## src/rtl/sdram_arbiter_if.sv

```systemverilog
// Request/command bus between the SDRAM request logic, the arbiter and the command engine.
// The arbiter connects through the master modport; requesters and the engine use the slave view.
interface sdram_arbiter_if #(
  parameter int unsigned ADDR_W = 24
);
  logic              wr_req;
  logic [ADDR_W-1:0] wr_addr;
  logic              wr_ack;
  logic              rd_req;
  logic [ADDR_W-1:0] rd_addr;
  logic              rd_ack;
  logic              cmd_vld;
  logic [1:0]        cmd_type;
  logic [ADDR_W-1:0] cmd_addr;
  logic              cmd_rdy;
  logic              cmd_done;

  modport master (
    input  wr_req, wr_addr, rd_req, rd_addr, cmd_rdy, cmd_done,
    output wr_ack, rd_ack, cmd_vld, cmd_type, cmd_addr
  );

  modport slave (
    output wr_req, wr_addr, rd_req, rd_addr, cmd_rdy, cmd_done,
    input  wr_ack, rd_ack, cmd_vld, cmd_type, cmd_addr
  );
endinterface

```

## src/rtl/sdram_arbiter.sv

```systemverilog
// Schedules refresh, write and read operations onto the single SDRAM command engine.
// Refresh has strict priority; write and read alternate round-robin when both are waiting.
module sdram_arbiter #(
  parameter int unsigned ADDR_W     = 24,
  parameter int unsigned REF_PERIOD = 780,
  parameter int unsigned REF_MAX    = 3
) (
  input  logic           clk,
  input  logic           rst,
  input  logic           init_done,
  sdram_arbiter_if.master bus,
  output logic [1:0]     ref_cnt,
  output logic           ref_ovf,
  output logic           busy
);

  localparam int unsigned TMR_W = (REF_PERIOD > 1) ? $clog2(REF_PERIOD) : 1;
  localparam logic [1:0] CMD_NONE = 2'b00;
  localparam logic [1:0] CMD_WR   = 2'b01;
  localparam logic [1:0] CMD_RD   = 2'b10;
  localparam logic [1:0] CMD_REF  = 2'b11;

  typedef enum logic [1:0] {WAIT_INIT, IDLE, ISSUE, EXEC} state_t;

  state_t            state, state_nxt;
  logic [TMR_W-1:0]  ref_tmr, ref_tmr_nxt;
  logic [1:0]        ref_cnt_nxt;
  logic              ref_ovf_nxt;
  logic              rr_wr, rr_wr_nxt;
  logic              cmd_vld_nxt;
  logic [1:0]        cmd_type_nxt;
  logic [ADDR_W-1:0] cmd_addr_nxt;
  logic              wr_ack_nxt, rd_ack_nxt, busy_nxt;
  logic              ref_wrap, ref_take;

  // Refresh bookkeeping plus arbitration FSM next-state/outputs
  always_comb begin
    ref_wrap     = init_done && (ref_tmr == TMR_W'(REF_PERIOD - 1));
    ref_take     = bus.cmd_vld && bus.cmd_rdy && (bus.cmd_type == CMD_REF);
    ref_tmr_nxt  = ref_tmr;
    ref_cnt_nxt  = ref_cnt;
    ref_ovf_nxt  = ref_ovf;
    state_nxt    = state;
    rr_wr_nxt    = rr_wr;
    cmd_vld_nxt  = bus.cmd_vld;
    cmd_type_nxt = bus.cmd_type;
    cmd_addr_nxt = bus.cmd_addr;
    wr_ack_nxt   = 1'b0;
    rd_ack_nxt   = 1'b0;

    if (init_done) ref_tmr_nxt = ref_wrap ? '0 : ref_tmr + TMR_W'(1);

    // A wrap and an accepted refresh in the same cycle cancel out
    case ({ref_wrap, ref_take})
      2'b10:   if (ref_cnt != 2'(REF_MAX)) ref_cnt_nxt = ref_cnt + 2'd1;
      2'b01:   if (ref_cnt != 2'd0) ref_cnt_nxt = ref_cnt - 2'd1;
      default: ref_cnt_nxt = ref_cnt;
    endcase
    if (ref_wrap && (ref_cnt == 2'(REF_MAX))) ref_ovf_nxt = 1'b1;

    case (state)
      WAIT_INIT: if (init_done) state_nxt = IDLE;
      IDLE: begin
        if (!init_done) begin
          state_nxt = WAIT_INIT;
        end else if (ref_cnt != 2'd0) begin
          state_nxt    = ISSUE;
          cmd_vld_nxt  = 1'b1;
          cmd_type_nxt = CMD_REF;
          cmd_addr_nxt = '0;
        end else if (bus.wr_req && (rr_wr || !bus.rd_req)) begin
          state_nxt    = ISSUE;
          cmd_vld_nxt  = 1'b1;
          cmd_type_nxt = CMD_WR;
          cmd_addr_nxt = bus.wr_addr;
          rr_wr_nxt    = 1'b0;
        end else if (bus.rd_req) begin
          state_nxt    = ISSUE;
          cmd_vld_nxt  = 1'b1;
          cmd_type_nxt = CMD_RD;
          cmd_addr_nxt = bus.rd_addr;
          rr_wr_nxt    = 1'b1;
        end
      end
      ISSUE: begin
        if (bus.cmd_rdy) begin
          state_nxt    = EXEC;
          cmd_vld_nxt  = 1'b0;
          cmd_type_nxt = CMD_NONE;
          wr_ack_nxt   = (bus.cmd_type == CMD_WR);
          rd_ack_nxt   = (bus.cmd_type == CMD_RD);
        end
      end
      EXEC:    if (bus.cmd_done) state_nxt = init_done ? IDLE : WAIT_INIT;
      default: state_nxt = WAIT_INIT;
    endcase

    busy_nxt = (state_nxt == ISSUE) || (state_nxt == EXEC);
  end

  always_ff @(posedge clk) begin
    if (rst) begin
      state        <= WAIT_INIT;
      ref_tmr      <= '0;
      ref_cnt      <= 2'd0;
      ref_ovf      <= 1'b0;
      rr_wr        <= 1'b1;
      bus.cmd_vld  <= 1'b0;
      bus.cmd_type <= CMD_NONE;
      bus.cmd_addr <= '0;
      bus.wr_ack   <= 1'b0;
      bus.rd_ack   <= 1'b0;
      busy         <= 1'b0;
    end else begin
      state        <= state_nxt;
      ref_tmr      <= ref_tmr_nxt;
      ref_cnt      <= ref_cnt_nxt;
      ref_ovf      <= ref_ovf_nxt;
      rr_wr        <= rr_wr_nxt;
      bus.cmd_vld  <= cmd_vld_nxt;
      bus.cmd_type <= cmd_type_nxt;
      bus.cmd_addr <= cmd_addr_nxt;
      bus.wr_ack   <= wr_ack_nxt;
      bus.rd_ack   <= rd_ack_nxt;
      busy         <= busy_nxt;
    end
  end

endmodule

```

## src/flat_wrapper.sv

```systemverilog
// flat-port wrapper written by rule: the top's interface ports become plain ports
module sdram_arbiter_flat 
#(
  parameter int unsigned ADDR_W     = 24,
  parameter int unsigned REF_PERIOD = 780,
  parameter int unsigned REF_MAX    = 3
)
  (clk, rst, init_done, ref_cnt, ref_ovf, busy, bus_wr_req, bus_wr_addr, bus_rd_req, bus_rd_addr, bus_cmd_rdy, bus_cmd_done, bus_wr_ack, bus_rd_ack, bus_cmd_vld, bus_cmd_type, bus_cmd_addr);
  sdram_arbiter_if #(.ADDR_W(ADDR_W)) bus_i ();
  input  logic clk;
  input  logic rst;
  input  logic init_done;
  output logic [1:0] ref_cnt;
  output logic ref_ovf;
  output logic busy;
  input wire logic [$bits(bus_i.wr_req)-1:0] bus_wr_req;
  input wire logic [$bits(bus_i.wr_addr)-1:0] bus_wr_addr;
  input wire logic [$bits(bus_i.rd_req)-1:0] bus_rd_req;
  input wire logic [$bits(bus_i.rd_addr)-1:0] bus_rd_addr;
  input wire logic [$bits(bus_i.cmd_rdy)-1:0] bus_cmd_rdy;
  input wire logic [$bits(bus_i.cmd_done)-1:0] bus_cmd_done;
  output wire logic [$bits(bus_i.wr_ack)-1:0] bus_wr_ack;
  output wire logic [$bits(bus_i.rd_ack)-1:0] bus_rd_ack;
  output wire logic [$bits(bus_i.cmd_vld)-1:0] bus_cmd_vld;
  output wire logic [$bits(bus_i.cmd_type)-1:0] bus_cmd_type;
  output wire logic [$bits(bus_i.cmd_addr)-1:0] bus_cmd_addr;
  assign bus_i.wr_req = bus_wr_req;
  assign bus_i.wr_addr = bus_wr_addr;
  assign bus_i.rd_req = bus_rd_req;
  assign bus_i.rd_addr = bus_rd_addr;
  assign bus_i.cmd_rdy = bus_cmd_rdy;
  assign bus_i.cmd_done = bus_cmd_done;
  assign bus_wr_ack = bus_i.wr_ack;
  assign bus_rd_ack = bus_i.rd_ack;
  assign bus_cmd_vld = bus_i.cmd_vld;
  assign bus_cmd_type = bus_i.cmd_type;
  assign bus_cmd_addr = bus_i.cmd_addr;
  sdram_arbiter #(.ADDR_W(ADDR_W), .REF_PERIOD(REF_PERIOD), .REF_MAX(REF_MAX)) u_core (.clk(clk), .rst(rst), .init_done(init_done), .bus(bus_i), .ref_cnt(ref_cnt), .ref_ovf(ref_ovf), .busy(busy));
endmodule
```

## config.mk

```make
export PLATFORM = sky130hd
export DESIGN_NAME = sdram_arbiter_flat
export DESIGN_NICKNAME = d
export VERILOG_FILES = /design/src/rtl/sdram_arbiter_if.sv /design/src/rtl/sdram_arbiter.sv /design/src/flat_wrapper.sv
export SDC_FILE = /design/constraint.sdc
export NUM_CORES = 1
export LEC_CHECK = 0
export ABC_AREA = 1
export BUFFER_PORTS_ARGS = -buffer_cell sky130_fd_sc_hd__buf_4
export CAP_MARGIN = 20
export CORE_ASPECT_RATIO = 0.75
export CORE_MARGIN = 1.5
export CORE_UTILIZATION = 54
export DETAILED_ROUTE_END_ITERATION = 8
export PLACE_DENSITY = 0.85
export RECOVER_POWER = 100
export SLEW_MARGIN = 25
export SYNTH_ARGS = -nofsm -noshare
export SYNTH_HDL_FRONTEND = slang
export SYNTH_SLANG_ARGS = --single-unit
```

## constraint.sdc

```tcl
create_clock -name clk -period 2.65 [get_ports clk]
set_input_delay 0.1325 -clock clk [delete_from_list [all_inputs] [get_ports clk]]
set_output_delay 0.1325 -clock clk [all_outputs]
set_load 0.01 [all_outputs]
```

* Word-level counts from Yosys, hierarchy flattened
Cells that the tools add are included.
Storage, ports and cells: register bits 46, output and inout bits 33, input port bits 55, word-level logic and storage cells 83
Operators by class: $add $sub $neg 3, mux-type cells 29, bitwise logic cells 3, eq/ne operators 18, reduce and logical (&&, ||, !) cells 19
Operators by type and width (number):
- $mux W24 | 3
- $mux W2 | 14
- $eq A2 B2 Y1 const B | 8
- $add A10 B1 Y10 const B | 1
- $eq A10 B10 Y1 const B | 1
- $mux W10 | 1
- $pmux W2 S2 | 2
- $pmux W2 S4 | 1
- $reduce_and A4 Y1 | 2
- $reduce_bool A2 Y1 | 4
- $mux W1 | 7
- $eq A2 B1 Y1 const B | 3
- $ne A2 B2 Y1 const B | 3
- $reduce_and A3 Y1 | 2
- $logic_and A1 B1 Y1 | 5
- $ne A2 B1 Y1 const B | 2
- $ne A4 B2 Y1 const B | 1
- $not A1 Y1 | 3
- $reduce_bool A3 Y1 | 1
- $reduce_or A3 Y1 | 1
- $add A2 B1 Y2 const B | 1
- $logic_not A2 Y1 | 1
- $logic_or A1 B1 Y1 | 2
- $pmux W1 S2 | 1
- 2 further kinds | 2

* Logic depth before layout (Yosys ltp)
Gate-level depths: netlist of run 1.
word-level depth 9, depth in mapped cells 10

* Worst setup path after synthesis of run 1
OpenSTA, ideal clock, no wires.
path kind register to register, start reg u_core.ref_tmr[0], end reg u_core.ref_cnt[1], data arrival time 1649 ps, buffers on the path 0, required time 2533 ps, stages on the path, launching flop included 10, setup slack 884 ps, path through dfxtp_1 > ha_1 > nand4_1 > nor3_1 > inv_1 > ha_1 > a21oi_1 > nand2_1 > nor2_1 > nor2_1
On the way: cells in the longest elaborated chain, start to end 5, elaborated cells between the ends (all ways) 9, those cells by class eq/ne (5); mux (1); reduce/logical (3)
RTL lines:
- start, declared | RTL line sdram_arbiter.sv:26 | logic [TMR_W-1:0] ref_tmr, ref_tmr_nxt;
- start signal, assigned | RTL line sdram_arbiter.sv:116 | ref_tmr <= ref_tmr_nxt;
- $eq A10 B10 Y1 (*) | RTL line sdram_arbiter.sv:38 | ref_wrap = init_done && (ref_tmr == TMR_W'(REF_PERIOD - 1));
- $logic_and A1 B1 Y1 (*) | RTL line sdram_arbiter.sv:38
- $eq A2 B1 Y1 or $eq A2 B2 Y1 (tied branches) | RTL line sdram_arbiter.sv:54 | case ({ref_wrap, ref_take})
- $ne A2 B1 Y1 (no source line) or $reduce_bool A2 Y1 (tied branches)
- $reduce_and A3 Y1 (no source line)
- end signal, assigned | RTL line sdram_arbiter.sv:117 | ref_cnt <= ref_cnt_nxt;
- end, declared | RTL line sdram_arbiter.sv:12 | output logic [1:0] ref_cnt,
Mark *: on every way between the ends. The rest lies on a longest branch, timed or not. A chain may end at the register's enable or synchronous reset.

* Worst setup path after layout of run 1
Same ends and word-level chain as after synthesis.

==> results.md, run 1 <==
- Outcome: finished clean
- First-pass GRT wire length: 9470 um
- Register share of total power: 44.9%
- GRT Resource Usage Total: 24.7%
- Internal power: 1.25 mW
- WL/cell: 11.5 um
- Synth top area share: 36.6%
- Vias in the first global route: 2,158
- Initial drt markers: 187
- Worst clock skew: 0.00399 ns
- Worst-Skew Late Latency: 0.30 ns
- WS Path Type: register to register
- Req. time, crit path: 2.84 ns
- Yosys cell types: 28
- Fin nets: 541
- Max VDD drop: 0.303 mV
- Clk sink count: 46
- Synthesized net count: 461
- Vias/cell: 4.90
- Final Hold Fails: 0
- Psw: 0.417 mW
- Area Overhead vs Synth: 25.2%
- Initial antenna violation count: 0
- HP Class: input port to register
- Syn Std Cell Area: 2510 um2
- Setup TNS: 0 ns
- Root Buffer: clkbuf_8
- RSZ-0062 raised after global routing: no
- Number of top-level pins: 88
- WP data arrival: 2.24 ns
- Leak: 1.62 nW
- Drt first pass iters: 4
- CTS tree: done
- DRC: 0
- Post-CTS Setup Bufs: 0
- Slew Limit Headroom: 44.2%
- Gate count of the mapped netlist: 403
- Period utilization: 77.1%
- CTS Hold Bufs: 0
- Gr ovfl total: 0
- Placed cell areas: 3140 um2
- Final instance area: 3150 um2
- Antenna-violating nets left: 0
- Share of cells above drive strength 1: 15.7%
- Final slew viol count: 0
- Maximum number of pins on one net before global-route repair: 52
- CP startpoint kind: register
- Fmax: 490 MHz
- RD Place Congestion: 0.913
- Syn_area_per_cell: 6.24 um2
- Initial Utilization: 56.3%
- Part of the Yosys area used for sequential elements: 36.6%
- Pwr per Cell Area: 529 nW/um2
- Crit. End Element: register
- Worst Max-Slew Pin Slew: 0.835 ns
- Cts bufs inserted: 5
- Final min period: 2.04 ns
- Crit path max fanout: 5
- Sw Share: 25.0%
- Die area: 5080 um2
- Worst hold slack: 0.106 ns
- Core area: 4470 um2
- Setup violators final: 0
- Vias: 2,649
- Chip width: 81.8 um
- Fillers: 408
- Diode count: 0
- Cell taking the most area after synthesis: dfxtp_1
- Logic pwr share: 16.6%
- Worst-case clock buffer depth: 2
- Hpwl dp: 4540 um
- Post-synthesis register bit count: 46
- Htree depth: 2
- Post-CTS Resized: 0
- Warnings, synthesis: 0
- Clock power share: 38.6%
- Std-Cell Rows: 21
- Max-cap violations: 0
- Die height: 62.1 um
- I/O Buffers: 87
- Detailed Route WL: 6210 um
- Top cells by area, synth: dfxtp_1, nand2_1, nor2_1, inv_1, nand3_1
- Clock transition at path regs: 0.08 ns
## path summary, 6_finish.rpt
path	from	slack (ns)	cells after the start	to
setup / recovery	u_core.ref_tmr[0]	0.61	9	u_core.ref_cnt[1]
hold / removal	rst	0.11	2	u_core.ref_tmr[0]
setup reg to reg	u_core.ref_tmr[0]	0.61	9	u_core.ref_cnt[1]
hold reg to reg	u_core.ref_tmr[1]	0.49	2	u_core.ref_tmr[1]
## power by group through the flow
stage | combinational, mW | sequential (mW) | clock [mW]
floorplan | 0.160 | 0.775 | 0
detailed placement | 0.296 | 0.764 | 0
global route | 0.315 | 0.752 | 0.685
global placement | 0.290 | 0.762 | 0
CTS | 0.300 | 0.748 | 0.648
finish | 0.276 | 0.747 | 0.642
## cells by family (layout without fill, tap and decap cells)
family / after synthesis / count (layout) / synth area share, %
and+or+nand+nor: 259 / 259 / 42.8
buffers and inverters: 67 / 148 / 12.4
DFF: 46 / 46 / 36.6
AOI/OAI and AO/OA: 26 / 26 / 5.97
adders and majority gates: 3 / 3 / 1.49
xor gates and xnor gates: 2 / 2 / 0.697
## worst max-delay path: stages (launching register included)
cell and delay [ns]:
dfxtp_1 0.40, ha_1 0.25, nand4_1 0.13, nor3_1 0.34, inv_1 0.10, ha_1 0.22
a21oi_1 0.26, nand2_1 0.08, nor2_1 0.11, nor2_1 0.05
## state kept, by name (all words and copies together) (netlist names), 2 cells and up
signal	count
u_core.bus.cmd_addr	24
u_core.ref_tmr	10
u_core.bus.cmd_type	2
u_core.ref_cnt	2
u_core.state	2
## area by class of cell
| cell class | count | area [um2] | share of cell area, % |
|---|---|---|---|
| multi-input combinational | 290 | 1270 | 40.4 |
| clock buffer | 6 | 82.6 | 2.62 |
| inverter | 50 | 188 | 5.96 |
| sequential | 46 | 921 | 29.3 |
| clock inverter | 2 | 60.1 | 1.91 |
| timing repair buffer | 90 | 552 | 17.5 |
| tap | 57 | 71.3 | 2.27 |
## stage by stage
step           setup slack, ns  power (mW)  cells  utilization, %
2_1_floorplan            0.884       0.936    403               -
3_3_place_gp             0.764        1.05    533            70.3
3_5_place_dp             0.656        1.06    533            70.3
4_1_cts                  0.636        1.70    541            73.4
5_1_grt                  0.396        1.75    541            70.4
6_report                 0.607        1.67    541            70.4
## cell usage in the layout (no fill, tap or decap), types with 5 or more instances in the layout
master / instances
nor3_1: 7
a21oi_1: 14
clkbuf_8: 6
buf_4: 57
nor2_1: 70
nand3_1: 32
nand2_1: 135
inv_1: 47
nand4_1: 5
clkbuf_1: 33
dfxtp_1: 46
o21ai_0: 7
## synthesized netlist by cell type (all sizes together)
| master | number |
|---|---|
| dfxtp | 46 |
| ha | 3 |
| o21ai | 9 |
| nor3b | 1 |
| nand3b | 2 |
| inv | 49 |
| clkinv | 1 |
| nor3 | 7 |
| nor2 | 75 |
| nand4 | 5 |
| a31oi | 2 |
| buf | 14 |
| clkbuf | 3 |
| o31ai | 1 |
| nand2 | 137 |
| xor2 | 2 |
| a21oi | 14 |
| nand3 | 32 |
## routing by layer
layer / vias up / part of all wire [%] / global-route usage [%]
li1: 1391 / - / -
met1: 1166 / 45 / 31.6
met2: 84 / 45 / 41.5
met3: 8 / 8.0 / 6.28
met4: 0 / 1.4 / 7.75
met5: - / 0 / 0
No activity file was read; power rests on OpenSTA's default activity.
==> run 2: changes to the inputs <==
ABC_AREA = 0   (was 1)
CORE_UTILIZATION = 47   (was 54)
PLACE_DENSITY = 0.79   (was 0.85)
clock period = 2.1 ns   (was 2.65 ns; I/O delays follow)
==> results.md, run 2 <==
- Initial drt markers: 141 (was 187)
- Inst Count DP: 355 (was 533)
- Maximum number of pins on one net before global-route repair: 42 (was 52)
- Final Hold Fails: 0 (unchanged)
- CTS tree: done (unchanged)
- Largest register by flop count: u_core.bus.cmd_addr (unchanged)
- Gate count of the mapped netlist: 223 (was 403)
- Global route hottest layer: met2 (unchanged)
- Vias: 1,965 (was 2,649)
- Clock transition at path regs: 0.08 ns (about the same)
- Area Overhead vs Synth: 29.5% (was 25.2%)
- Cts bufs inserted: 5 (unchanged)
- Pre-CTS setup slack: 0.139 ns (was 0.656 ns)
- Crit path max fanout: 4 (was 5)
- Top-count cell post-synth: dfxtp_1 (was nand2_1)
- Worst-Skew Late Latency: 0.29 ns (was 0.30 ns)
- Clk sink count: 46 (unchanged)
- GR Layer Usage met1: 26.6% (was 31.6%)
- Number of top-level pins: 88 (unchanged)
- HP Start: bus_wr_addr[4] (was rst)
- Total power: 1.67 mW (about the same)
- Root Buffer: clkbuf_8 (unchanged)
- Non-Filler Instances: 362 (was 541)
- I/O Buffers: 87 (unchanged)
- Part of the Yosys area used for sequential elements: 44.1% (was 36.6%)
- GRT Resource Usage Total: 20.7% (was 24.7%)
- Syn Std Cell Area: 2090 um2 (was 2510 um2)
- FF-to-FF path depth: 8 (was 9)
- Core area: 4150 um2 (was 4470 um2)
- Most frequent cells in the layout: buf_4, dfxtp_1, nor2_1 (was nand2_1, nor2_1, buf_4)
- Top cells by area, synth: dfxtp_1, a221oi_1, nor2_1, nor3_2, nor3_1 (was dfxtp_1, nand2_1, nor2_1, inv_1, nand3_1)
- Fin nets: 365 (was 541)
- Hpwl dp: 3710 um (was 4540 um)
- Synth top area share: 44.1% (was 36.6%)
- Die height: 60.7 um (was 62.1 um)
- WS Path Type: register to register (unchanged)
- Detailed Route WL: 5090 um (was 6210 um)
- Crit. End Element: register (unchanged)
- Max-cap violations: 0 (unchanged)
- Commonest non-fill, non-tap cell in the layout: buf_4 (was nand2_1)
- Primary FF master, synth: dfxtp_1 (unchanged)
- HP Class: input port to register (unchanged)
- Yosys cell types: 35 (was 28)
- Fmax: 513 MHz (was 490 MHz)
- Leak: 1.07 nW (was 1.62 nW)
- RD Place Congestion: 0.784 (was 0.913)
- Final min period: 1.95 ns (was 2.04 ns)
- Setup violators final: 0 (unchanged)
- Vias/cell: 5.43 (was 4.90)
- Synth async-reset ratio: 0% (unchanged)
- Worst-case clock buffer depth: 2 (unchanged)
- EDFF count, synth: 0 (unchanged)
- Worst clock skew: 0.00607 ns (was 0.00399 ns)
- Period utilization: 92.9% (was 77.1%)
- Biggest regs: u_core.bus.cmd_addr x24, u_core.ref_tmr x10 (unchanged)
- Worst Max-Slew Pin Slew: 0.563 ns (was 0.835 ns)
- Warnings, synthesis: 0 (unchanged)
- Diode count: 0 (unchanged)
- Final slew viol count: 0 (unchanged)
- Share of cells above drive strength 1: 27.4% (was 15.7%)
- Most frequent cells after synthesis: dfxtp_1, nor2_1, a221oi_1 (was nand2_1, nor2_1, inv_1)
- Post-CTS Resized: 0 (unchanged)
- CTS Hold Bufs: 0 (unchanged)
- Gr ovfl total: 0 (unchanged)
- Req. time, crit path: 2.28 ns (was 2.84 ns)
- Worst reg2reg startpoint: u_core.ref_tmr[0] (unchanged)
- Die area: 4860 um2 (was 5080 um2)
- CP startpoint kind: register (unchanged)
- Drt first pass iters: 4 (unchanged)
- Post-synthesis register bit count: 46 (unchanged)
- WP data arrival: 2.13 ns (was 2.24 ns)
- Std-Cell Rows: 20 (was 21)
- Chip width: 80.0 um (was 81.8 um)
- Slew Limit Headroom: 62.4% (was 44.2%)
- Hold Path End: u_core.bus.cmd_addr[4] (was u_core.ref_tmr[0])
- Setup slack, reg-to-reg: 0.15 ns (was 0.61 ns)
- Initial antenna violation count: 0 (unchanged)
- Initial Utilization: 50.3% (was 56.3%)
- DRC: 0 (unchanged)
- Pwr per Cell Area: 617 nW/um2 (was 529 nW/um2)
- Setup TNS: 0 ns (unchanged)
- Antenna-violating nets left: 0 (unchanged)
- WL/cell: 14.1 um (was 11.5 um)
- Hold Path Depth: 3 (was 2)
- Finished Core Util: 65.1% (was 70.4%)
- First-pass GRT wire length: 7670 um (was 9470 um)
- Max VDD drop: 0.482 mV (was 0.303 mV)
- Max reg flops: 24 (unchanged)
- M3 GR Usage: 5.56% (was 6.28%)
- Htree depth: 2 (unchanged)
- Reg-to-reg endpoint: u_core.ref_cnt[1] (unchanged)
- Cell taking the most area after synthesis: dfxtp_1 (unchanged)
- Outcome: finished clean (unchanged)
- Vias in the first global route: 1,700 (was 2,158)
- Syn_area_per_cell: 9.36 um2 (was 6.24 um2)
- Post-CTS Setup Bufs: 0 (unchanged)
- Setup ws final: 0.150 ns (was 0.607 ns)
- Synthesized net count: 281 (was 461)
- Met2 GRT Util: 34.8% (was 41.5%)
==> run 2: critical path, stage by stage (launching register included) <==
cell and delay, ns:
dfxtp_1 0.39, ha_1 0.20, and3_1 0.18, and3_4 0.19, inv_1 0.08, ha_1 0.22, nor2_1 0.17, nor2_1 0.07
a2111oi_1 0.34
==> run 2: metal layers <==
| metal | wire length (um) | share of wire, % |
|---|---|---|
| met1 | 2380 | 47 |
| met2 | 2240 | 44 |
| met3 | 430 | 8.4 |
| met4 | 35 | 0.69 |
| met5 | 0 | 0 |
==> run 2: worst max-delay path by stage <==
stage	start	endpoint	slack (ns)
after global placement	u_core.ref_tmr[0]	u_core.ref_cnt[1]	0.26
after floorplan	u_core.ref_tmr[0]	u_core.ref_cnt[1]	0.37
final	u_core.ref_tmr[0]	u_core.ref_cnt[1]	0.15
after global routing	u_core.ref_tmr[0]	u_core.ref_cnt[1]	-0.002
after detailed placement	u_core.ref_tmr[0]	u_core.ref_cnt[1]	0.14
after CTS	u_core.ref_tmr[0]	u_core.ref_cnt[1]	0.11
==> run 2: logic make-up after synthesis <==
group | Yosys count | share of synthesized area [%]
AO/OA/AOI/OAI | 38 | 14.7
XOR/XNOR | 8 | 3.36
adder cells (fa/ha/maj) | 3 | 1.80
buffers and inverters | 19 | 6.23
flip-flops | 46 | 44.1
multiplexers | 2 | 1.08
AND/OR/NAND/NOR | 107 | 28.7
==> run 2: through the flow <==
stage / hold slack, ns / cell area (um2)
5_1_grt: 0.134 / 2700
2_1_floorplan: 0.285 / 2090
3_3_place_gp: 0.415 / 2760
6_report: 0.130 / 2700
3_5_place_dp: 0.434 / 2760
4_1_cts: 0.129 / 2840
==> run 2: layout make-up <==
cell class,instances,area [um2]
Clock buffer,7,76.3
Tap cell,55,68.8
Multi-Input combinational cell,158,1050
Fill cell,375,1450
Sequential cell,46,921
Timing Repair Buffer,94,583
Inverter,2,7.51
==> run 2: where the power goes <==
part	total [mW]	leakage, nW	switching [mW]	internal (mW)
Sequential	0.925	0.374	0.0206	0.905
Clock	0.496	0.0383	0.267	0.229
Combinational	0.246	0.655	0.124	0.122
Total	1.67	1.07	0.412	1.26
==> run 3: changes to the inputs <==
CAP_MARGIN = unset   (was 20)
CORE_UTILIZATION = 43   (was 47)
PLACE_DENSITY = 0.76   (was 0.79)
clock period = 1.7 ns   (was 2.1 ns; I/O delays follow)
==> results.md, run 3 (synthesized netlist as in run 2, its figures left out) <==
- Fin nets: 376 (was 365)
- Biggest regs: u_core.bus.cmd_addr x24, u_core.ref_tmr x10 (unchanged)
- Non-Filler Instances: 375 (was 362)
- Vias in the first global route: 1,837 (was 1,700)
- Critical path buffers and inverters: 0 (was 1)
- Slew Limit Headroom: 63.1% (was 62.4%)
- Die height: 63.4 um (was 60.7 um)
- Detailed Route WL: 5380 um (was 5090 um)
- WP data arrival: 1.92 ns (was 2.13 ns)
- Pwr per Cell Area: 771 nW/um2 (was 617 nW/um2)
- Worst hold slack: 0.107 ns (was 0.130 ns)
- Final instance area: 2970 um2 (was 2700 um2)
- Violated checks: negative setup slack
- Hold Path End: u_core.bus.cmd_addr[4] (unchanged)
- Area Overhead vs Synth: 42.0% (was 29.5%)
- CP max stage delay: 0.33 ns (was 0.39 ns)
- Worst Max-Slew Pin Slew: 0.553 ns (was 0.563 ns)
- WS Path Type: register to register (unchanged)
- Setup violators final: 1 (was 0)
- WL/cell: 14.3 um (was 14.1 um)
- Vias/cell: 5.33 (was 5.43)
- Leak: 1.18 nW (was 1.07 nW)
- HP Start: bus_wr_addr[4] (unchanged)
- Antenna-violating nets left: 0 (unchanged)
- Initial antenna violation count: 0 (unchanged)
- Initial drt markers: 61 (was 141)
- Final slew viol count: 0 (unchanged)
- CP dominant cell by count: and3_4
- Initial Utilization: 45.7% (was 50.3%)
- Largest register by flop count: u_core.bus.cmd_addr (unchanged)
- Critical path, cell by cell: ha_2 -> and3_4 -> and3_4 -> ha_4 -> nor2_4 -> nor2_1 -> a2111oi_2 (was ha_1 -> and3_1 -> and3_4 -> inv_1 -> ha_1 -> nor2_1 -> nor2_1 -> a2111oi_1)
- Number of top-level pins: 88 (unchanged)
- CP startpoint kind: register (unchanged)
- Crit. End Element: register (unchanged)
- CTS Hold Bufs: 0 (unchanged)
- Final min period: 1.72 ns (was 1.95 ns)
- Diode count: 0 (unchanged)
- Sw Share: 23.2% (was 24.7%)
- Max VDD drop: 0.482 mV (about the same)
- Most frequent cells in the layout: buf_4, dfxtp_1, nor2_1 (unchanged)
- Inst Count DP: 367 (was 355)
- Htree depth: 2 (unchanged)
- Crit path max fanout: 3 (was 4)
- Clock power share: 35.7% (was 29.8%)
- Maximum number of pins on one net before global-route repair: 42 (unchanged)
- Vias: 1,999 (was 1,965)
- Reg-to-reg endpoint: u_core.ref_cnt[1] (unchanged)
- Worst reg2reg startpoint: u_core.ref_tmr[1] (was u_core.ref_tmr[0])
- Setup ws final: -0.0231 ns (was 0.150 ns)
- Share of cells above drive strength 1: 35.5% (was 27.4%)
- Hold Path Depth: 3 (unchanged)
- I/O Buffers: 87 (unchanged)
- DRC: 0 (unchanged)
- Outcome: finished with violations (was finished clean)
- Setup slack, reg-to-reg: -0.02 ns (was 0.15 ns)
- Drt first pass iters: 4 (unchanged)
- RD Place Congestion: 0.715 (was 0.784)
- Total power: 2.29 mW (was 1.67 mW)
- Register share of total power: 49.9% (was 55.5%)
- Core area: 4570 um2 (was 4150 um2)
- Req. time, crit path: 1.89 ns (was 2.28 ns)
- Commonest non-fill, non-tap cell in the layout: buf_4 (unchanged)
- CP Launch Point: u_core.ref_tmr[1] (was u_core.ref_tmr[0])
- Max-cap violations: 0 (unchanged)
- Internal power: 1.76 mW (was 1.26 mW)
- RSZ-0062 raised after global routing: yes
- Std-Cell Rows: 21 (was 20)
- Hpwl dp: 3840 um (was 3710 um)
- Fmax: 580 MHz (was 513 MHz)
- Psw: 0.531 mW (was 0.412 mW)
- Finished Core Util: 64.9% (was 65.1%)
- Worst clock skew: 0.00463 ns (was 0.00607 ns)
- Placed cell areas: 2890 um2 (was 2760 um2)
- FF-to-FF path depth: 7 (was 8)
- CP top delay family: simple AND/OR/NAND/NOR gates (unchanged)
- Pre-CTS setup slack: -0.0992 ns (was 0.139 ns)
- Worst-Skew Late Latency: 0.29 ns (about the same)
- Logic pwr share: 14.4% (was 14.8%)
- HP Class: input port to register (unchanged)
- Clk sink count: 46 (unchanged)
- Final Hold Fails: 0 (unchanged)
- Chip width: 83.5 um (was 80.0 um)
- Root Buffer: clkbuf_8 (unchanged)
- Gr ovfl total: 0 (unchanged)
- Crit path depth: 7 (was 8)
- Clock transition at path regs: 0.08 ns (about the same)
- First-pass GRT wire length: 8910 um (was 7670 um)
- CP max-delay cell: dfxtp_2 (was dfxtp_1)
- Max reg flops: 24 (unchanged)
- GRT Resource Usage Total: 20.8% (was 20.7%)
- CTS tree: done (unchanged)
- Setup TNS: -0.0231 ns (was 0 ns)
- Cts bufs inserted: 5 (unchanged)
- Worst-case clock buffer depth: 2 (unchanged)
- Die area: 5290 um2 (was 4860 um2)
- Period utilization: 101% (was 92.9%)
[run 3: cell count changes in the layout (fill, tap and decap cells not counted), moves of 2 or more]
cell	change
dfxtp_1	-3
ha_4	+2
buf_4	+9
buf_12	+3
dfxtp_2	+3
clkbuf_1	-2
ha_1	-3
[run 3: layout make-up]
| type | count | area (um2) |
|---|---|---|
| clock buffer | 6 | 82.6 |
| clock inverter | 1 | 30.0 |
| fill | 411 | 1610 |
| inverter | 2 | 7.51 |
| multi-input combinational | 158 | 1140 |
| sequential | 46 | 925 |
| tap | 57 | 71.3 |
| timing repair buffer | 105 | 706 |
[run 3: worst register-to-register path: cells and delay by family, from the launching register on]
family                   cells  cell delay [ns]
adder cells (fa/ha/maj)      2             0.43
AO/OA/AOI/OAI                1             0.32
AND/OR/NAND/NOR              4             0.53
flip-flops                   1             0.33
[run 3: how the worst max path moves through the flow]
stage                                         to  slack, ns
after detailed placement       u_core.ref_cnt[1]       -0.1
after global placement         u_core.ref_cnt[1]      0.008
after global routing           u_core.ref_cnt[1]      -0.11
after CTS                      u_core.ref_cnt[1]      -0.05
final                          u_core.ref_cnt[1]      -0.02
after floorplan           u_core.bus.cmd_type[0]       0.02
[run 3: metal layers]
layer | routed length [um] | vias to the layer above | global-route usage, %
li1 | - | 1002 | -
met1 | 2530 | 920 | 27.8
met2 | 2420 | 70 | 33.8
met3 | 392 | 7 | 6.16
met4 | 31 | 0 | 3.89
met5 | 0 | - | 0
[run 3: power by group through the flow]
stage | Clock (mW) | Combinational, mW | Sequential (mW)
2_1_floorplan | 0 | 0.143 | 1.18
3_3_place_gp | 0 | 0.347 | 1.16
3_5_place_dp | 0 | 0.353 | 1.17
4_1_cts | 0.841 | 0.357 | 1.14
5_1_grt | 0.891 | 0.364 | 1.15
6_report | 0.817 | 0.330 | 1.14
[run 3: repair_timing]
action                                  CTS  global route
gates resized for setup                  13             5
endpoints found under the setup margin    1            26
setup buffers                             1             0
pin swaps                                 6             0
gates cloned                              0             0
